$ cat src/rtl/gearbox_pkg.sv
// gearbox_pkg: shared pixel width, arbiter FSM encoding and clog2 for the gearbox slice
package gearbox_pkg;
  localparam int GB_DW = 24;
  typedef enum logic [1:0] {IDLE = 2'd0, STREAM = 2'd1, DROP = 2'd2, GAP = 2'd3} state_t;
  function automatic int clog2(input int v);
    int r;
    r = 0;
    while ((1 << r) < v) r++;
    return r;
  endfunction
endpackage

$ cat src/rtl/rr_arb2.sv
// rr_arb2: two-way round-robin pick favouring the source that did not win last time
module rr_arb2 (
  input  logic [1:0] req,
  input  logic       last_grant,
  output logic       gnt_valid,
  output logic       gnt_id
);
  always_comb begin
    gnt_valid = |req;
    gnt_id = &req ? ~last_grant : req[1];
  end
endmodule

$ cat src/rtl/gearbox_src_arb.sv
// gearbox_src_arb: packet-granular round-robin arbiter feeding the 24->32 gearbox with idle gaps and length capping
module gearbox_src_arb
  import gearbox_pkg::*;
#(
  parameter int DW = GB_DW,
  parameter int GAP_CYCLES = 2,
  parameter int MAX_BEATS = 4096
) (
  input  logic          clk,
  input  logic          reset,
  input  logic [DW-1:0] s0_data,
  input  logic          s0_valid,
  input  logic          s0_last,
  output logic          s0_ready,
  input  logic [DW-1:0] s1_data,
  input  logic          s1_valid,
  input  logic          s1_last,
  output logic          s1_ready,
  output logic [DW-1:0] data_in,
  output logic          data_in_last,
  output logic          data_en,
  output logic          grant_id,
  output logic          busy,
  output logic          trunc_pulse
);
  localparam int BW = clog2(MAX_BEATS + 1);
  localparam logic [BW-1:0] LAST_BEAT = BW'(MAX_BEATS - 1);
  localparam logic [3:0] GAP_END = 4'(GAP_CYCLES - 1);
  localparam state_t POST = (GAP_CYCLES == 0) ? IDLE : GAP;
  state_t state, state_nx;
  logic grant, last_grant, pick, pick_valid;
  logic open, acc, fwd, cap, sel_valid, sel_last;
  logic [DW-1:0] sel_data;
  logic [BW-1:0] beat_cnt;
  logic [3:0] gap_cnt;
  rr_arb2 u_rr (
    .req       ({s1_valid, s0_valid}),
    .last_grant(last_grant),
    .gnt_valid (pick_valid),
    .gnt_id    (pick)
  );
  // readies depend on state and grant only, never on the sources' valid
  always_comb begin
    open = state == STREAM || state == DROP;
    sel_valid = grant ? s1_valid : s0_valid;
    sel_last = grant ? s1_last : s0_last;
    sel_data = grant ? s1_data : s0_data;
    acc = open && sel_valid;
    fwd = state == STREAM && acc;
    cap = beat_cnt == LAST_BEAT;
    s0_ready = open && !grant;
    s1_ready = open && grant;
    grant_id = grant;
    busy = state != IDLE;
    state_nx = state;
    case (state)
      IDLE:    state_nx = pick_valid ? STREAM : IDLE;
      STREAM:  state_nx = !acc ? STREAM : sel_last ? POST : cap ? DROP : STREAM;
      DROP:    state_nx = (acc && sel_last) ? POST : DROP;
      default: state_nx = (gap_cnt == GAP_END) ? IDLE : GAP;
    endcase
  end
  always_ff @(posedge clk or posedge reset) begin
    if (reset) begin
      state <= IDLE;
      grant <= 1'b0;
      last_grant <= 1'b1;
      beat_cnt <= '0;
      gap_cnt <= '0;
      data_in <= '0;
      data_in_last <= 1'b0;
      data_en <= 1'b0;
      trunc_pulse <= 1'b0;
    end else begin
      state <= state_nx;
      data_en <= fwd;
      data_in_last <= fwd && (sel_last || cap);
      trunc_pulse <= fwd && !sel_last && cap;
      gap_cnt <= (state == GAP) ? gap_cnt + 4'd1 : 4'd0;
      if (fwd) begin
        data_in <= sel_data;
        beat_cnt <= beat_cnt + BW'(1);
      end
      if (state == IDLE && pick_valid) begin
        grant <= pick;
        beat_cnt <= '0;
      end
      if (acc && sel_last) last_grant <= grant;
    end
  end
endmodule

$ cat config.mk
export PLATFORM = sky130hd
export DESIGN_NAME = gearbox_src_arb
export DESIGN_NICKNAME = d
export VERILOG_FILES = /design/src/rtl/gearbox_pkg.sv /design/src/rtl/rr_arb2.sv /design/src/rtl/gearbox_src_arb.sv
export SDC_FILE = /design/constraint.sdc
export NUM_CORES = 1
export LEC_CHECK = 0
export CORE_AREA = 2 2 85 79
export DETAILED_ROUTE_END_ITERATION = 7
export DIE_AREA = 0 0 87 81
export GPL_TIMING_DRIVEN = 0
export HOLD_SLACK_MARGIN = 0.05
export PLACE_DENSITY = 0.71
export SLEW_MARGIN = 10
export SYNTH_ARGS = -nofsm -noshare
export SYNTH_HDL_FRONTEND = slang
export SYNTH_HIERARCHICAL = 1
export SYNTH_SLANG_ARGS = --single-unit
$ cat constraint.sdc
create_clock -name clk -period 3.4 [get_ports clk]
set_input_delay 0.68 -clock clk [delete_from_list [all_inputs] [get_ports clk]]
set_output_delay 0.68 -clock clk [all_outputs]
set_load 0.005 [all_outputs]
==> results of run 1 <==
[power groups by stage]
stage	Sequential (uW)	Clock [uW]	Combinational, uW
after CTS	857	415	1170
final	856	404	1150
after global placement	860	0	1140
after global routing	881	439	1280
after detailed placement	867	0	1160
after floorplan	873	0	584
[synth_stat cells, types with 2 or more instances]
master / count / area [sq um]
nor4_1: 3 / 18.8
o31ai_1: 2 / 15.0
ha_1: 7 / 87.6
xnor2_1: 8 / 70.1
or3_1: 2 / 12.5
o21ai_0: 28 / 140
inv_1: 9 / 33.8
buf_2: 3 / 15.0
buf_1: 4 / 15.0
or2_1: 2 / 12.5
nor3b_1: 2 / 15.0
nor3_1: 4 / 20.0
a21oi_1: 9 / 45.0
clkbuf_1: 4 / 15.0
nor2_1: 8 / 30.0
nand4_1: 4 / 25.0
mux2i_1: 24 / 240
nor2b_1: 3 / 18.8
or4_1: 3 / 22.5
o21a_1: 2 / 15.0
mux2_2: 2 / 22.5
nand2_1: 34 / 128
and2_1: 4 / 25.0
dfrtp_1: 47 / 1180
nand3_1: 6 / 30.0
[placed cells by master, fill, tap and decap left out, types with 6 or more instances in the layout]
cell | netlist | layout
a21oi_1 | 9 | 9
nand3_1 | 6 | 6
xnor2_1 | 8 | 8
o21ai_0 | 28 | 28
ha_1 | 7 | 7
dfrtp_1 | 47 | 47
clkdlybuf4s50_1 | 0 | 84
mux2i_1 | 24 | 24
inv_1 | 9 | 8
nor2_1 | 8 | 8
nand2_1 | 34 | 34
[worst max-delay path, stage by stage, from the launching register on]
cell             delay [ns]
dfrtp_1                0.36
buf_4                  0.15
buf_2                  0.28
buf_1                  0.49
and2_1                 0.21
clkdlybuf4s50_1        0.49
[cells by family (layout without fill, tap and decap cells)]
logic type,count (synthesis),in the layout,share of synthesized area
simple gates,80,80,0.169
flops,48,48,0.507
compound gates,44,44,0.102
mux,27,27,0.116
buf+inv,21,114,0.0364
xor+xnor,9,9,0.0332
fa+ha+maj,7,7,0.0369
[sequential cells by signal, indices dropped and copies added (netlist names)]
signal and count:
gap_cnt 4, trunc_pulse 1, data_en 1, beat_cnt 13
grant_id 1, state 2, data_in_last 1, data_in 24
last_grant 1
[metal layers]
layer | wire length (um) | vias up | part of all wire
met3 | 320 | 9 | 0.059
met2 | 2470 | 52 | 0.46
met5 | 0 | - | 0
met4 | 69 | 0 | 0.013
met1 | 2540 | 965 | 0.47
li1 | - | 996 | -
[layout make-up]
class                   instances  area (sq um)  area share
plain buffers                  12          52.6      0.0153
multi-input cells             167          1080       0.316
clock buffers                   6          72.6      0.0211
inverters                       9          33.8     0.00983
clock inverters                 2          35.0      0.0102
flip-flops and latches         48          1200       0.350
repair buffers                 85           861       0.251
well taps                      75          93.8      0.0273
[through the flow]
stage	power [uW]	hold WS (ns)	utilization	cells	setup WS [ns]
3_5_place_dp	2030	0.471	0.531	396	0.699
3_3_place_gp	2000	0.461	0.528	395	0.609
2_1_floorplan	1460	0.457	-	236	1.41
6_report	2410	0.485	0.548	404	0.443
5_1_grt	2600	0.517	0.548	404	0.280
4_1_cts	2440	0.490	0.548	404	0.360
[final timing paths]
check	from	end	slack, ns	cells past startpoint
max in group asynchronous	reset	last_grant	2.24	3
min reg2reg	data_in[12]	data_in[12]	0.48	2
max reg2reg	state[1]	beat_cnt[11]	1.21	6
min	data_in[12]	data_in[12]	0.48	2
min in group asynchronous	reset	data_in[5]	0.63	2
max	grant_id	s1_ready	0.44	5
==> results.toml, run 1 <==
[status]
status = "finished, final reports clean"

[grt]
grt_max_degree = 38
grt_pass1_wl_mm = 8.74
grt-ovfl-total = 0
antenna_found_initial = 0
grt_pass1_vias = 1888
met3_usage = 0.0386
grt_busiest_layer = "met2"
grtUsageTotal = 0.156
grt_util_met1 = 0.219
grtUsageMet2 = 0.238

[floorplanning]
die-area_sq_um = 7050
fp.dieW_um = 87
initial_core_util = 0.378
row_count = 28
core_area_sq_um = 6270
dieHeight_um = 81
pin_count = 85

[power_and_ir_drop]
switching_share = 0.341
p_leak_uw = 0.00148
ir_drop_uv = 396
seq_power_share = 0.356
p_clk_frac = 0.168
intPower_uw = 1590
power.switching_uw = 820
pwr-share-comb = 0.477
p_per_area_nw_per_um2 = 701

[finish]
nNetsFinal = 389
n_antenna_cell = 0
nFillCells = 571
drive_gt1_frac = 0.0608
final_cell_area_sq_um = 3440
syn_to_final_growth_pct = 44.8

[synthesis]
synth-main-ff-cell = "dfrtp_1"
avgSynthCellArea_sq_um = 10.1
ys_warn_count = 6
syn-cell-area_sq_um = 2370
synthArstFlopShare = 1.00
syn_inst = 236
synth_seq_area_share = 0.507
synth_edf_count = 0
syn_nets = 297
yosys_register_bits = 48
synth_cell_type_count = 37

[clock_tree]
cts_root_buf = "clkbuf_8"
clkSinkCount = 48
clock_path_buffers = 2
clkLatencyLatePin_ns = 0.29
ctsResizeCount = 0
cts_max_level = 2
post-cts-setup-buffer-count = 0
cts_made_buffers = 5
clk_pin_slew_ns = 0.09
tritoncts = "yes"
cts-hold-fix-buffers = 0

[worst_hold_path]
hold_path_class = "flip-flop to flip-flop"

[route]
avgViaCountPerCell = 5.00
drc = 0
drtAntennaViolNets = 0
wl_per_cell_um = 13.4
vias = 2022
first_pass_iters = 4
dr.first_iter.drc_count = 56
routed_wl_mm = 5.40

[timing]
hold_viol = 0
rsz0062_at_grt = "false"
setup_tns_ns = 0
min_period_ns = 2.96
setup_violations = 0
max_freq_ghz = 0.338
relSlewSlack = 0.615
finalClockSkew_ns = 0.00600
worst_slew_pin_slew_ns = 0.578
finalCritPeriodShare = 0.870
slew_viol_final = 0

[worst_setup_path]
crit_path_start_kind = "flip-flop"
crit_fanout = 10
path_class = "flip-flop to output pin"
crit_path_end_kind = "output pin"
critPathRequiredTime_ns = 2.72
crit_arrival_ns = 2.28

[job]
cap_violations = 0

[placed_design]
gp_congestion = 0.779
io_buffers = 84
placed_cell_area_sq_um = 3330
hpwl_mm = 4.10
(Power assumes the default switching activity.)
==> run 2: changes to the inputs <==
CORE_AREA = 2 2 78 72   (was 2 2 85 79)
DIE_AREA = 0 0 80 74   (was 0 0 87 81)
PLACE_DENSITY = 0.83   (was 0.71)
==> run 2 against run 1 <==
- design area fell by 0.58%
- clock skew rose by 0.00069 ns
- register-to-register slack got worse by 0.06 ns
- non-clock buffer count did not move
==> results.toml, run 2 (same netlist as run 1, synthesis figures left out) <==
[worst_setup_path]
max_stage_delay_ns = 0.52
crit_path_end_kind = "output pin"
path_class = "flip-flop to output pin"
crit_arrival_ns = 2.32
path_cells = "buf_4 > buf_2 > buf_1 > and2_1 > clkdlybuf4s50_1"
slowest_stage = "buf_1"
crit_fanout = 10
path_buf_inv = 4
crit_path_start_kind = "flip-flop"
critPathTopFamily = "buffers and inverters"
critPathRequiredTime_ns = 2.72

[finish]
regMostFlops = "data_in"
drive_gt1_frac = 0.0638
layout_common_cells = "clkdlybuf4s50_1, dfrtp_1, nand2_1"
final_cell_area_sq_um = 3420
nNetsFinal = 389
syn_to_final_growth_pct = 43.9
largest_reg_flops = 24
layout_commonest_cell = "clkdlybuf4s50_1"
n_antenna_cell = 0
reg_top3 = "data_in (24), beat_cnt (13), gap_cnt (4)"

[timing]
setup_violations = 0
finalClockSkew_ns = 0.00669
min_period_ns = 3.00
relSlewSlack = 0.588
finalCritPeriodShare = 0.883
worst_slew_pin_slew_ns = 0.619
whs_ns = 0.487
rsz0062_at_grt = "false"
slew_viol_final = 0
max_freq_ghz = 0.333
hold_viol = 0
setup_tns_ns = 0

[floorplanning]
die-area_sq_um = 5920
core_area_sq_um = 5130
pin_count = 85
initial_core_util = 0.463
fp.dieW_um = 80
dieHeight_um = 74
row_count = 25

[placed_design]
io_buffers = 84
gp_congestion = 0.859
placed_cell_area_sq_um = 3320
hpwl_mm = 4.55

[clock_tree]
clk_pin_slew_ns = 0.09
clock_path_buffers = 2
clkSinkCount = 48
clkLatencyLatePin_ns = 0.30
post-cts-setup-buffer-count = 0
cts_max_level = 2
cts_made_buffers = 5
tritoncts = "yes"
cts-hold-fix-buffers = 0
cts_root_buf = "clkbuf_8"
ctsResizeCount = 0

[grt]
grt_max_degree = 38
grt_pass1_vias = 2013
grt-ovfl-total = 0
grt_pass1_wl_mm = 9.27
antenna_found_initial = 0
grtUsageTotal = 0.204

[route]
dr.first_iter.drc_count = 81
avgViaCountPerCell = 5.23
wl_per_cell_um = 14.6
drtAntennaViolNets = 0
routed_wl_mm = 5.80
first_pass_iters = 4
vias = 2071
drc = 0

[power_and_ir_drop]
ir_drop_uv = 509
p_per_area_nw_per_um2 = 696
p_leak_uw = 0.00147

[status]
status = "finished, final reports clean"

[worst_hold_path]
hold_path_class = "flip-flop to flip-flop"

[job]
cap_violations = 0
-- run 2: changes by cell type in the layout (fill, tap and decap cells not counted) --
| cell | delta |
|---|---|
| clkinvlp_4 | +2 |
| clkbuf_1 | -1 |
| bufinv_16 | -1 |
| clkinv_2 | -1 |
| clkbuf_8 | +1 |
-- run 2: worst reg2reg max path, stage by stage (launching register included) --
cell and delay [ns]:
dfrtp_1 0.39, inv_1 0.08, ha_1 0.40, nand2_1 0.23, or4_4 0.58, or3_1 0.32
a21oi_1 0.16
-- run 2: layout make-up --
| cell class | instances | area (sq um) |
|---|---|---|
| timing repair buffer | 85 | 861 |
| clock buffer | 6 | 82.6 |
| buffer | 12 | 52.6 |
| clock inverter | 2 | 15.0 |
| sequential | 48 | 1200 |
| inverter | 9 | 33.8 |
| multi-input combinational | 167 | 1080 |
| tap | 67 | 83.8 |
| fill | 423 | 1710 |
-- run 2: per-layer routing --
layer | global-route usage | vias up | part of all wire
li1 | - | 996 | -
met1 | 0.245 | 1015 | 0.42
met2 | 0.363 | 50 | 0.52
met3 | 0.0595 | 10 | 0.046
met5 | 0 | - | 0
met4 | 0.0565 | 0 | 0.021
-- run 2: worst paths after layout --
kind,cells past startpoint,endpoint,slack (ns),from
min reg2reg,2,data_in[10],0.49,data_in[10]
min in group asynchronous,2,data_in[5],0.62,reset
max in group asynchronous,3,beat_cnt[2],2.30,reset
max reg2reg,6,beat_cnt[11],1.15,state[1]
min,2,data_in[10],0.49,data_in[10]
max,5,s1_ready,0.40,grant_id
-- run 2: stage by stage --
stage	power, uW	cells	utilization	setup slack, ns
global route	2570	396	0.666	0.260
floorplan	1460	236	-	1.41
CTS	2410	396	0.666	0.365
global placement	1990	387	0.643	0.673
detailed placement	2040	388	0.647	0.706
finish	2380	396	0.666	0.398
-- run 2: power by group --
group / switching [uW] / internal, uW / total [uW] / leakage [uW]
clock network: 193 / 165 / 358 / 0.0000434
registers: 101 / 756 / 857 / 0.000624
logic: 550 / 612 / 1160 / 0.000804
